==> config.mk <==
export PLATFORM = sky130hd
export DESIGN_NAME = zmod_adc_decimator_flat
export DESIGN_NICKNAME = d
export VERILOG_FILES = /design/src/rtl/zmod_adc_pkg.sv /design/src/rtl/zmod_adc_decimator_if.sv /design/src/rtl/zmod_adc_out_fifo.sv /design/src/rtl/zmod_adc_decimator.sv /design/src/flat_wrapper.sv
export SDC_FILE = /design/constraint.sdc
export NUM_CORES = 1
export LEC_CHECK = 0
export BUFFER_PORTS_ARGS = -buffer_cell sky130_fd_sc_hd__clkbuf_2
export CORE_ASPECT_RATIO = 1.25
export CORE_UTILIZATION = 62
export CTS_CLUSTER_SIZE = 40
export DETAILED_ROUTE_END_ITERATION = 10
export GPL_ROUTABILITY_DRIVEN = 0
export PLACE_DENSITY = 0.83
export SYNTH_ARGS = -nofsm -noshare
export SYNTH_HDL_FRONTEND = slang
export SYNTH_SLANG_ARGS = --single-unit
==> constraint.sdc <==
create_clock -name clk -period 4.94 [get_ports clk]
set_input_delay 0.988 -clock clk [delete_from_list [all_inputs] [get_ports clk]]
set_output_delay 0.988 -clock clk [all_outputs]
set_load 0.01 [all_outputs]
==> src/rtl/zmod_adc_pkg.sv <==
// Shared constants, FSM encoding and the rounding helper for the ZMOD ADC decimator.
package zmod_adc_pkg;

    localparam int DATA_W          = 14;
    localparam int MAX_LOG2_DEC    = 8;
    localparam int ACC_W           = DATA_W + MAX_LOG2_DEC;
    localparam int CNT_W           = MAX_LOG2_DEC;
    localparam int FIFO_W          = 2 * DATA_W;
    localparam int RAMP_LOCK_COUNT = 16;

    typedef enum logic {
        ST_IDLE = 1'b0,
        ST_RUN  = 1'b1
    } state_t;

    // Round-half-up average: (sum + 2^(k-1)) >>> k, or the sum itself for k = 0.
    // A full block of 2^k in-range samples always averages back into DATA_W bits.
    function automatic logic signed [DATA_W-1:0] round_shift(
        input logic signed [ACC_W-1:0] sum,
        input logic [3:0]              k
    );
        logic signed [ACC_W-1:0] bias;
        logic signed [ACC_W-1:0] biased;
        bias = '0;
        if (k != 4'd0) begin
            bias = ACC_W'(1) << (k - 4'd1);
        end
        biased = (sum + bias) >>> k;
        return biased[DATA_W-1:0];
    endfunction

endpackage

==> src/rtl/zmod_adc_decimator_if.sv <==
// Sample-in / result-out bus of the decimator.
// Handshake: a sample is taken on every clk edge where i_valid = 1 (no backpressure
// on the input side); a result word moves on every clk edge where o_valid = 1 and
// i_ready = 1, and o14_data_a/b stay stable while o_valid = 1 and i_ready = 0.
interface zmod_adc_decimator_if;
    import zmod_adc_pkg::*;

    logic              i_valid;
    logic [DATA_W-1:0] i14_data_a;
    logic [DATA_W-1:0] i14_data_b;
    logic [DATA_W-1:0] o14_data_a;
    logic [DATA_W-1:0] o14_data_b;
    logic              o_valid;
    logic              i_ready;

    modport master (
        output i_valid, i14_data_a, i14_data_b, i_ready,
        input  o14_data_a, o14_data_b, o_valid
    );

    modport slave (
        input  i_valid, i14_data_a, i14_data_b, i_ready,
        output o14_data_a, o14_data_b, o_valid
    );

endinterface

==> src/rtl/zmod_adc_out_fifo.sv <==
// Two-entry result FIFO; a write while full is accepted only if a read frees a slot
// in the same cycle, otherwise the caller sees the word as dropped.
module zmod_adc_out_fifo
    import zmod_adc_pkg::*;
(
    input  logic              clk,
    input  logic              rst,
    input  logic              i_flush,
    input  logic              i_wr,
    input  logic [FIFO_W-1:0] i28_wr_data,
    output logic [FIFO_W-1:0] o28_rd_data,
    output logic              o_valid,
    input  logic              i_ready,
    output logic              o_full
);

    logic [FIFO_W-1:0] r_mem [2];
    logic              r_wr_ptr;
    logic              r_rd_ptr;
    logic [1:0]        r_count;
    logic              w_rd;
    logic              w_wr;

    assign o_valid     = (r_count != 2'd0);
    assign o_full      = (r_count == 2'd2);
    assign o28_rd_data = r_mem[r_rd_ptr];
    assign w_rd        = o_valid & i_ready;
    assign w_wr        = i_wr & (~o_full | w_rd);

    // Pointer/occupancy bookkeeping and storage; flush empties without touching data.
    always_ff @(posedge clk) begin
        if (rst) begin
            r_mem[0] <= '0;
            r_mem[1] <= '0;
            r_wr_ptr <= 1'b0;
            r_rd_ptr <= 1'b0;
            r_count  <= 2'd0;
        end else if (i_flush) begin
            r_wr_ptr <= 1'b0;
            r_rd_ptr <= 1'b0;
            r_count  <= 2'd0;
        end else begin
            if (w_wr) begin
                r_mem[r_wr_ptr] <= i28_wr_data;
                r_wr_ptr        <= ~r_wr_ptr;
            end
            if (w_rd) begin
                r_rd_ptr <= ~r_rd_ptr;
            end
            r_count <= r_count + {1'b0, w_wr} - {1'b0, w_rd};
        end
    end

endmodule

==> src/rtl/zmod_adc_decimator.sv <==
// Block-averaging decimator for both ADC channels with a ramp-pattern checker on A.
// Pipeline: block sum register -> rounded result register -> 2-entry output FIFO.
module zmod_adc_decimator
    import zmod_adc_pkg::*;
(
    input  logic        clk,
    input  logic        rst,
    input  logic        i_adc_configured,
    input  logic [3:0]  i4_log2_dec,
    input  logic        i_check_en,
    input  logic        i_clr,
    output logic        o_overflow,
    output logic [15:0] o16_err_count,
    output logic        o_ramp_locked,
    zmod_adc_decimator_if.slave bus
);

    state_t                  r_state;
    state_t                  w_next_state;
    logic                    w_take;
    logic                    w_flush;
    logic                    w_load_k;
    logic [3:0]              w_k_in;
    logic [3:0]              r_k;
    logic [3:0]              r_sum_k;
    logic [CNT_W-1:0]        r_cnt;
    logic [CNT_W:0]          w_blk_max;
    logic                    w_last;
    logic signed [ACC_W-1:0] r_acc_a, r_acc_b;
    logic signed [ACC_W-1:0] w_sum_a, w_sum_b;
    logic signed [ACC_W-1:0] r_sum_a, r_sum_b;
    logic                    r_sum_valid;
    logic                    r_res_valid;
    logic [DATA_W-1:0]       r_res_a, r_res_b;
    logic                    w_fifo_valid;
    logic                    w_fifo_ready;
    logic                    w_fifo_full;
    logic                    w_fifo_rd;
    logic                    w_drop;
    logic [FIFO_W-1:0]       w_fifo_rd_data;
    logic                    r_overflow;
    logic [DATA_W-1:0]       r_prev_a;
    logic [DATA_W-1:0]       w_ramp_exp;
    logic                    r_seeded;
    logic [4:0]              r_good;
    logic [15:0]             r_err_count;

    assign w_k_in    = (i4_log2_dec > 4'(MAX_LOG2_DEC)) ? 4'(MAX_LOG2_DEC) : i4_log2_dec;
    assign w_blk_max = ((CNT_W+1)'(1) << r_k) - (CNT_W+1)'(1);
    assign w_last    = ({1'b0, r_cnt} == w_blk_max);
    assign w_sum_a   = r_acc_a + $signed({{MAX_LOG2_DEC{bus.i14_data_a[DATA_W-1]}}, bus.i14_data_a});
    assign w_sum_b   = r_acc_b + $signed({{MAX_LOG2_DEC{bus.i14_data_b[DATA_W-1]}}, bus.i14_data_b});

    // FSM state register.
    always_ff @(posedge clk) begin
        if (rst) r_state <= ST_IDLE;
        else     r_state <= w_next_state;
    end

    // FSM next state: RUN exactly while the driver reports configuration done.
    always_comb begin
        w_next_state = r_state;
        case (r_state)
            ST_IDLE: if (i_adc_configured)  w_next_state = ST_RUN;
            ST_RUN:  if (!i_adc_configured) w_next_state = ST_IDLE;
            default: w_next_state = ST_IDLE;
        endcase
    end

    // FSM outputs: latch k on entry, take samples in RUN, flush on configuration loss.
    always_comb begin
        w_load_k = 1'b0;
        w_flush  = 1'b0;
        w_take   = 1'b0;
        case (r_state)
            ST_IDLE: w_load_k = i_adc_configured;
            ST_RUN: begin
                w_flush = ~i_adc_configured;
                w_take  = i_adc_configured & bus.i_valid;
            end
            default: ;
        endcase
    end

    // Accumulate a block; on its last sample hand the full sum and its k downstream.
    always_ff @(posedge clk) begin
        if (rst) begin
            r_acc_a     <= '0;
            r_acc_b     <= '0;
            r_cnt       <= '0;
            r_k         <= 4'd0;
            r_sum_a     <= '0;
            r_sum_b     <= '0;
            r_sum_k     <= 4'd0;
            r_sum_valid <= 1'b0;
        end else begin
            r_sum_valid <= 1'b0;
            if (w_load_k) begin
                r_k     <= w_k_in;
                r_acc_a <= '0;
                r_acc_b <= '0;
                r_cnt   <= '0;
            end else if (w_flush) begin
                r_acc_a <= '0;
                r_acc_b <= '0;
                r_cnt   <= '0;
            end else if (w_take) begin
                if (w_last) begin
                    r_sum_a     <= w_sum_a;
                    r_sum_b     <= w_sum_b;
                    r_sum_k     <= r_k;
                    r_sum_valid <= 1'b1;
                    r_acc_a     <= '0;
                    r_acc_b     <= '0;
                    r_cnt       <= '0;
                    r_k         <= w_k_in;
                end else begin
                    r_acc_a <= w_sum_a;
                    r_acc_b <= w_sum_b;
                    r_cnt   <= r_cnt + 1'b1;
                end
            end
        end
    end

    // Result register: rounded average of the captured block.
    always_ff @(posedge clk) begin
        if (rst) begin
            r_res_valid <= 1'b0;
            r_res_a     <= '0;
            r_res_b     <= '0;
        end else begin
            r_res_valid <= r_sum_valid & ~w_flush;
            if (r_sum_valid) begin
                r_res_a <= round_shift(r_sum_a, r_sum_k);
                r_res_b <= round_shift(r_sum_b, r_sum_k);
            end
        end
    end

    // Output is forced idle while the ADC is not configured.
    assign w_fifo_ready   = bus.i_ready & i_adc_configured;
    assign w_fifo_rd      = w_fifo_valid & w_fifo_ready;
    assign w_drop         = r_res_valid & w_fifo_full & ~w_fifo_rd & ~w_flush;
    assign bus.o_valid    = w_fifo_valid & i_adc_configured;
    assign bus.o14_data_a = w_fifo_rd_data[FIFO_W-1:DATA_W];
    assign bus.o14_data_b = w_fifo_rd_data[DATA_W-1:0];

    zmod_adc_out_fifo u_out_fifo (
        .clk         (clk),
        .rst         (rst),
        .i_flush     (w_flush),
        .i_wr        (r_res_valid),
        .i28_wr_data ({r_res_a, r_res_b}),
        .o28_rd_data (w_fifo_rd_data),
        .o_valid     (w_fifo_valid),
        .i_ready     (w_fifo_ready),
        .o_full      (w_fifo_full)
    );

    // Sticky overflow flag; clear beats a coincident drop.
    always_ff @(posedge clk) begin
        if (rst)         r_overflow <= 1'b0;
        else if (i_clr)  r_overflow <= 1'b0;
        else if (w_drop) r_overflow <= 1'b1;
    end

    assign w_ramp_exp = r_prev_a + 1'b1;

    // Ramp checker on channel A: first sample after enable seeds, later ones must step by +1.
    always_ff @(posedge clk) begin
        if (rst) begin
            r_prev_a    <= '0;
            r_seeded    <= 1'b0;
            r_good      <= 5'd0;
            r_err_count <= 16'd0;
        end else begin
            if (w_take && i_check_en) begin
                r_prev_a <= bus.i14_data_a;
                r_seeded <= 1'b1;
                if (r_seeded) begin
                    if (bus.i14_data_a == w_ramp_exp) begin
                        if (r_good != 5'(RAMP_LOCK_COUNT)) r_good <= r_good + 1'b1;
                    end else begin
                        r_good <= 5'd0;
                        if (r_err_count != 16'hFFFF) r_err_count <= r_err_count + 1'b1;
                    end
                end
            end else if (!i_check_en) begin
                r_seeded <= 1'b0;
            end
            if (i_clr) r_err_count <= 16'd0;
        end
    end

    assign o_overflow    = r_overflow;
    assign o16_err_count = r_err_count;
    assign o_ramp_locked = (r_good == 5'(RAMP_LOCK_COUNT));

endmodule

==> src/flat_wrapper.sv <==
// flat-port wrapper written by rule: the top's interface ports become plain ports
module zmod_adc_decimator_flat import zmod_adc_pkg::*;
  (clk, rst, i_adc_configured, i4_log2_dec, i_check_en, i_clr, o_overflow, o16_err_count, o_ramp_locked, bus_i_valid, bus_i14_data_a, bus_i14_data_b, bus_i_ready, bus_o14_data_a, bus_o14_data_b, bus_o_valid);
  zmod_adc_decimator_if bus_i ();
  input  logic clk;
  input  logic rst;
  input  logic i_adc_configured;
  input  logic [3:0] i4_log2_dec;
  input  logic i_check_en;
  input  logic i_clr;
  output logic o_overflow;
  output logic [15:0] o16_err_count;
  output logic o_ramp_locked;
  input wire logic [$bits(bus_i.i_valid)-1:0] bus_i_valid;
  input wire logic [$bits(bus_i.i14_data_a)-1:0] bus_i14_data_a;
  input wire logic [$bits(bus_i.i14_data_b)-1:0] bus_i14_data_b;
  input wire logic [$bits(bus_i.i_ready)-1:0] bus_i_ready;
  output wire logic [$bits(bus_i.o14_data_a)-1:0] bus_o14_data_a;
  output wire logic [$bits(bus_i.o14_data_b)-1:0] bus_o14_data_b;
  output wire logic [$bits(bus_i.o_valid)-1:0] bus_o_valid;
  assign bus_i.i_valid = bus_i_valid;
  assign bus_i.i14_data_a = bus_i14_data_a;
  assign bus_i.i14_data_b = bus_i14_data_b;
  assign bus_i.i_ready = bus_i_ready;
  assign bus_o14_data_a = bus_i.o14_data_a;
  assign bus_o14_data_b = bus_i.o14_data_b;
  assign bus_o_valid = bus_i.o_valid;
  zmod_adc_decimator u_core (.clk(clk), .rst(rst), .i_adc_configured(i_adc_configured), .i4_log2_dec(i4_log2_dec), .i_check_en(i_check_en), .i_clr(i_clr), .o_overflow(o_overflow), .o16_err_count(o16_err_count), .o_ramp_locked(o_ramp_locked), .bus(bus_i));
endmodule
Yosys cells after proc, flatten, opt, wreduce, memory -nomap -nowiden
Memory sizes are Yosys's and may differ from the RTL's. A register that Yosys moved wholly into a read port is not among the register bits.
Index checks and enable logic that the tools add are counted.

word-level totals
  register bits = 176
  memory bits (writable) = 56
  logic and storage cells = 111
  memories kept = 1
  output and inout port bits = 47

memories
  name                     depth  width  rd ports  clocked after Yosys merged registers in  write ports  RTL line                 source
  u_core.u_out_fifo.r_mem  2      28     1         1                                        2            zmod_adc_out_fifo.sv:17  logic [FIFO_W-1:0] r_mem [2];

cells by class
  multiplexer cells = 31
  eq/ne operators = 9
  shift operators = 4
  $lt $le $gt $ge = 1
  bitwise logic cells = 19
  reductions and logical operators = 14
  $add $sub $neg = 12

operators with widths
  operator                 number
  $mux W22                 5
  $add A22 B14 Y22         2
  $add A22 B22 Y22         2
  $sshr A22 B4 Y14         2
  $mux W28                 1
  $reduce_or A28 Y1        1
  $shl A1 B4 Y22 const A   1
  $mux W4                  5
  $mux W1                  17
  $add A16 B1 Y16 const B  1
  $ne A16 B16 Y1 const B   1
  $add A14 B1 Y14 const B  1
  $eq A14 B14 Y1           1
  $mux W5                  2
  $and A1 B1 Y1            9
  $eq A8 B9 Y1             1
  $not A1 Y1               9
  $shl A1 B4 Y9 const A    1
  $sub A9 B2 Y9 const B    1
  $add A8 B1 Y8 const B    1
  $mux W8                  1
  $reduce_and A4 Y1        2
  $reduce_and A3 Y1        2
  $reduce_bool A2 Y1       3
  other kinds (16)         18

Longest topological paths before layout
  depth after elaboration = 10
  depth in mapped cells = 20
  depth with buffers taken out = 15

Cells and area by module
A second synthesis with hierarchy kept.

second synthesis, totals
  cells, all modules = 1971
  area total of the unflattened synthesis = 16248.1 um2

by module, submodules not included
  module              times used  cells an instance  area each (um2)
  zmod_adc_decimator  1           1793               13559.3
  zmod_adc_out_fifo   1           178                2688.8

Worst setup path before layout
No wires, ideal clock.

  path type = reg2reg
  start point = register u_core.r_sum_k[0]
  end point = register u_core.r_res_a[3]
  required time = 4823 ps
  setup time = 117 ps
  path buffers = 4
  cell stages (with the launch flop) = 19
  arrival = 4116 ps
  setup slack = 707 ps
  cells stage by stage = dfxtp_1 -> buf_6 -> buf_2 -> inv_1 -> buf_1 -> clkbuf_1 -> nand2_1 -> nor2_1 -> ha_1 -> and2_1 -> a221oi_1 -> a21oi_1 -> o31a_1 -> or3_1 -> a31oi_1 -> nand2_1 -> mux4_2 -> o211ai_1 -> nand2_1

on the way
  longest elaborated chain between the ends = 7
  elaborated cells on any way between the ends = 8

RTL lines
  what                    RTL line                   source
  from (decl)             zmod_adc_decimator.sv:25   logic [3:0] r_sum_k;
  from (signal assigned)  zmod_adc_decimator.sv:111  r_sum_k <= r_k;
  $sub A4 B1 Y4           zmod_adc_pkg.sv:26         bias = ACC_W'(1) << (k - 4'd1);
  $shl A1 B4 Y22          zmod_adc_pkg.sv:26
  $mux W22                zmod_adc_pkg.sv:25         if (k != 4'd0) begin
  $mux W22                zmod_adc_decimator.sv:134  if (r_sum_valid) begin
  $mux W22                zmod_adc_decimator.sv:128  if (rst) begin
  $add A22 B22 Y22        zmod_adc_pkg.sv:28         biased = (sum + bias) >>> k;
  $sshr A22 B4 Y14 (*)    zmod_adc_pkg.sv:28
  to (signal assigned)    zmod_adc_decimator.sv:135  r_res_a <= round_shift(r_sum_a, r_sum_k);
  to (decl)               zmod_adc_decimator.sv:34   logic [DATA_W-1:0] r_res_a, r_res_b;

Every way passes the cells marked *; elsewhere a longest branch is shown, timed or not. The select of a mux whose other input is x is not followed.
A chain may end at the register's enable or synchronous reset.

Worst setup path after layout
  start point = register u_core.r_sum_k[2]
  end point = register u_core.r_res_b[12]

on the way
  longest elaborated chain between the ends = 7
  elaborated cells on any way between the ends = 8

RTL lines
  what                  RTL line                   source
  $sub A4 B1 Y4         zmod_adc_pkg.sv:26
  $shl A1 B4 Y22        zmod_adc_pkg.sv:26
  $mux W22              zmod_adc_pkg.sv:25
  $mux W22              zmod_adc_decimator.sv:134
  $mux W22              zmod_adc_decimator.sv:128
  $add A22 B22 Y22      zmod_adc_pkg.sv:28
  $sshr A22 B4 Y14 (*)  zmod_adc_pkg.sv:28
  to (signal assigned)  zmod_adc_decimator.sv:136  r_res_b <= round_shift(r_sum_b, r_sum_k);
  to (decl)             zmod_adc_decimator.sv:34

Marked as above.

==> flow_summary.json <==
{
  "cellLeakagePower_nw": 6.65,
  "drive_above_1_share_pct": 12.1,
  "dr_wl_met2_um": 18800,
  "syn_to_final_growth_pct": 9.54,
  "ir_drop_v": 0.000278,
  "gr-total-overflow": 0,
  "arrival_ns": 4.94,
  "hp-class": "reg -> reg",
  "crit_path_end_kind": "flop",
  "die_area_mm2": 0.0253,
  "reg2reg_from": "u_core.r_sum_k[2]",
  "worstSetupPathType": "reg -> reg",
  "cts_sinks": 233,
  "power.density_mw_per_mm2": 250,
  "synth_seq_cells": 233,
  "tightest_slew_ns": 1.25,
  "cts_root_buf": "clkbuf_16",
  "start_kind": "flop",
  "diodes": 0,
  "grt_pass1_wl_um": 62200,
  "fin_crit_ns": 4.50,
  "tns_ns": 0,
  "drt-total-wl_um": 38400,
  "fmax_mhz": 222,
  "clock_latency_ns": 0.54,
  "status": "finished, final reports clean",
  "numCtsBuffers": 25,
  "syn_area_per_cell_um2": 8.36,
  "avgRoutedWirePerCell_um": 17.4,
  "synth_seq_area_share_pct": 34.1,
  "final-setup-viol-count": 0,
  "crit_buf_inv": 1,
  "grt_setup_unrepaired": "no",
  "finalCritPeriodShare_pct": 91.1,
  "vias_per_cell": 6.27,
  "drtAntennaViolNets": 0,
  "cts_tree": "yes",
  "fin_skew_ns": 0.0210,
  "die_h_um": 178,
  "hold-path-cell-count": 2,
  "via_count": 13862,
  "drv_slew": 0,
  "cts_hold_buf": 0,
  "dp_hpwl_um": 28100,
  "slew_headroom_pct": 16.4,
  "htreeDepth": 1,
  "required_ns": 5.38,
  "crit_end": "u_core.r_res_b[12]",
  "dr.pass1.iters": 8,
  "cts_setup_buffers": 0,
  "antenna_found_initial": 0,
  "ys_async_sr_fraction_pct": 0,
  "crit_path_start": "u_core.r_sum_k[2]",
  "drv_cap": 0,
  "grt_pass1_vias": 12877,
  "ctsLongestPathBuffers": 3,
  "ys_types": 95,
  "cp_top_family": "compound AO/OA/AOI/OAI gates",
  "holdWs_ns": 0.463,
  "cp_slowest_cell": "dfxtp_1",
  "grt_max_degree": 61,
  "ctsResizeCount": 0,
  "synth-edff-count": 56,
  "syn_area_mm2": 0.0153,
  "die_w_um": 143,
  "track_usage_pct": 29.9,
  "port_buffers": 85,
  "io_pins": 86,
  "nets": 1985,
  "syn_inst": 1831,
  "cp_max_fo": 32,
  "holdCritStartpoint": "u_core.r_acc_a[14]",
  "start_util_pct": 63.9,
  "dr.first_iter.drc_count": 1071,
  "wl_met3_um": 2340,
  "path_depth": 14,
  "wl_met1_um": 15700,
  "clk_pin_slew_ns": 0.06,
  "reg2reg_depth": 14,
  "hold_violations": 0,
  "core_mm2": 0.0240,
  "max_stage_delay_ns": 0.62,
  "drc": 0,
  "r2r_slack_ns": 0.44,
  "ys.warnings.count": 0,
  "core.rowCount": 63,
  "reg2reg_to": "u_core.r_res_b[12]",
  "yosys_most_used_dff": "dfxtp_1",
  "top_layer_used": "met4",
  "cpMostUsedCell": "o31ai_1",
  "worstPathCellList": "buf_4 -> or2_2 -> nor2_1 -> ha_1 -> o31ai_1 -> a21oi_1 -> o31ai_2 -> o31ai_4 -> a211oi_2 -> nor3b_2 -> mux2_2 -> o31ai_1 -> a22oi_1 -> a311oi_1"
}
sequential cells by signal (all words and copies together) (netlist names), 2 cells and up, named ones only:
name / cells
u_core.r_sum_b: 22
u_core.r_k: 4
u_core.u_out_fifo.r_mem: 56
u_core.r_good: 5
u_core.o16_err_count: 16
u_core.r_acc_a: 22
u_core.r_prev_a: 14
u_core.u_out_fifo.r_count: 2
u_core.r_res_a: 14
u_core.r_res_b: 14
u_core.r_acc_b: 22
u_core.r_sum_a: 22
u_core.r_sum_k: 4
u_core.r_cnt: 8
cell usage after synthesis (18+ instances only):
| cell type | instances | area (um2) |
|---|---|---|
| a22oi_1 | 38 | 285 |
| edfxtp_1 | 56 | 1680 |
| a21o_1 | 18 | 135 |
| xnor2_1 | 61 | 534 |
| dfxtp_1 | 177 | 3540 |
| nor2_1 | 186 | 698 |
| mux2_2 | 43 | 484 |
| nand2_1 | 226 | 848 |
| ha_1 | 77 | 963 |
| clkbuf_1 | 85 | 319 |
| xor2_1 | 50 | 438 |
| a211oi_1 | 27 | 203 |
| nor3_1 | 41 | 205 |
| inv_1 | 40 | 150 |
| o21a_1 | 20 | 150 |
| o21ai_0 | 62 | 310 |
| a21oi_1 | 156 | 781 |
| mux2i_1 | 45 | 450 |
| and2_1 | 71 | 444 |
| nand3_1 | 44 | 220 |
stage by stage:
stage | cells | worst slack (ns) | utilization (%) | instance area, um2 | power, mW
floorplan | 1832 | 0.707 | - | 15300 | 2.24
global placement | 2165 | 0.751 | 66.6 | 16000 | 2.33
detailed placement | 2165 | 0.590 | 66.6 | 16000 | 2.34
CTS | 2211 | 0.557 | 70.0 | 16800 | 4.21
global route | 2211 | 0.222 | 70.0 | 16800 | 4.32
finish | 2211 | 0.438 | 70.0 | 16800 | 4.20
layout by cell type, fill, tap and decap left out, types with 16 or more instances in the layout:
cell type	count
nor2_1	185
nand3_1	43
buf_4	23
clkbuf_16	25
o21ai_0	62
nor3_1	39
a31oi_1	16
nand2_1	226
ha_1	77
a22oi_1	38
nor2b_1	16
clkbuf_2	85
a21oi_1	156
mux2_2	43
xor2_1	50
a21o_1	18
o21a_1	20
and3_1	16
inv_1	41
a211oi_1	27
and2_1	71
mux2i_1	45
o211ai_1	16
xnor2_1	61
edfxtp_1	56
dfxtp_1	176
report_power, final:
group | leakage [nW] | internal (mW) | switching (mW) | total [mW]
combinational | 4.23 | 0.113 | 0.197 | 0.310
sequential | 2.01 | 1.97 | 0.0182 | 1.99
clock | 0.409 | 1.11 | 0.787 | 1.90
metal layers:
metal | global-route usage, % | up-vias
li1 | - | 6709
met1 | 36.4 | 6485
met2 | 53.4 | 548
met3 | 3.02 | 120
met4 | 13.0 | 0
met5 | 0 | -
worst reg2reg max path, stage by stage, from the launching register on:
cell and delay [ns]:
dfxtp_1 0.62, buf_4 0.42, or2_2 0.24, nor2_1 0.08, ha_1 0.23, o31ai_1 0.23
a21oi_1 0.10, o31ai_2 0.56, o31ai_4 0.14, a211oi_2 0.46, nor3b_2 0.12, mux2_2 0.30
o31ai_1 0.45, a22oi_1 0.18, a311oi_1 0.28
worst min path at each step:
stage / end / slack (ns)
floorplan: u_core.r_res_a[3] / 0.42
global placement: u_core.r_acc_a[0] / 0.44
detailed placement: u_core.r_sum_a[15] / 0.45
CTS: u_core.r_sum_a[15] / 0.46
global route: u_core.r_acc_a[3] / 0.48
finish: u_core.r_acc_a[14] / 0.46
cells by family after synthesis:
| logic type | share of synthesized area (%) |
|---|---|
| other | 0.0245 |
| xor gates and xnor gates | 6.60 |
| buffers and inverters | 3.58 |
| AOI/OAI and AO/OA | 20.7 |
| muxes | 7.13 |
| adders and majority gates | 6.55 |
| and+or+nand+nor | 21.2 |
| DFF | 34.1 |
layout make-up:
type | instances | area [um2]
inverter | 42 | 158
clock buffer | 30 | 654
timing repair buffer | 108 | 598
sequential | 233 | 5230
tap | 325 | 407
multi-input combinational | 1457 | 9560
fill | 1930 | 7190
clock inverter | 16 | 170
No activity file was read; power rests on OpenSTA's default activity.
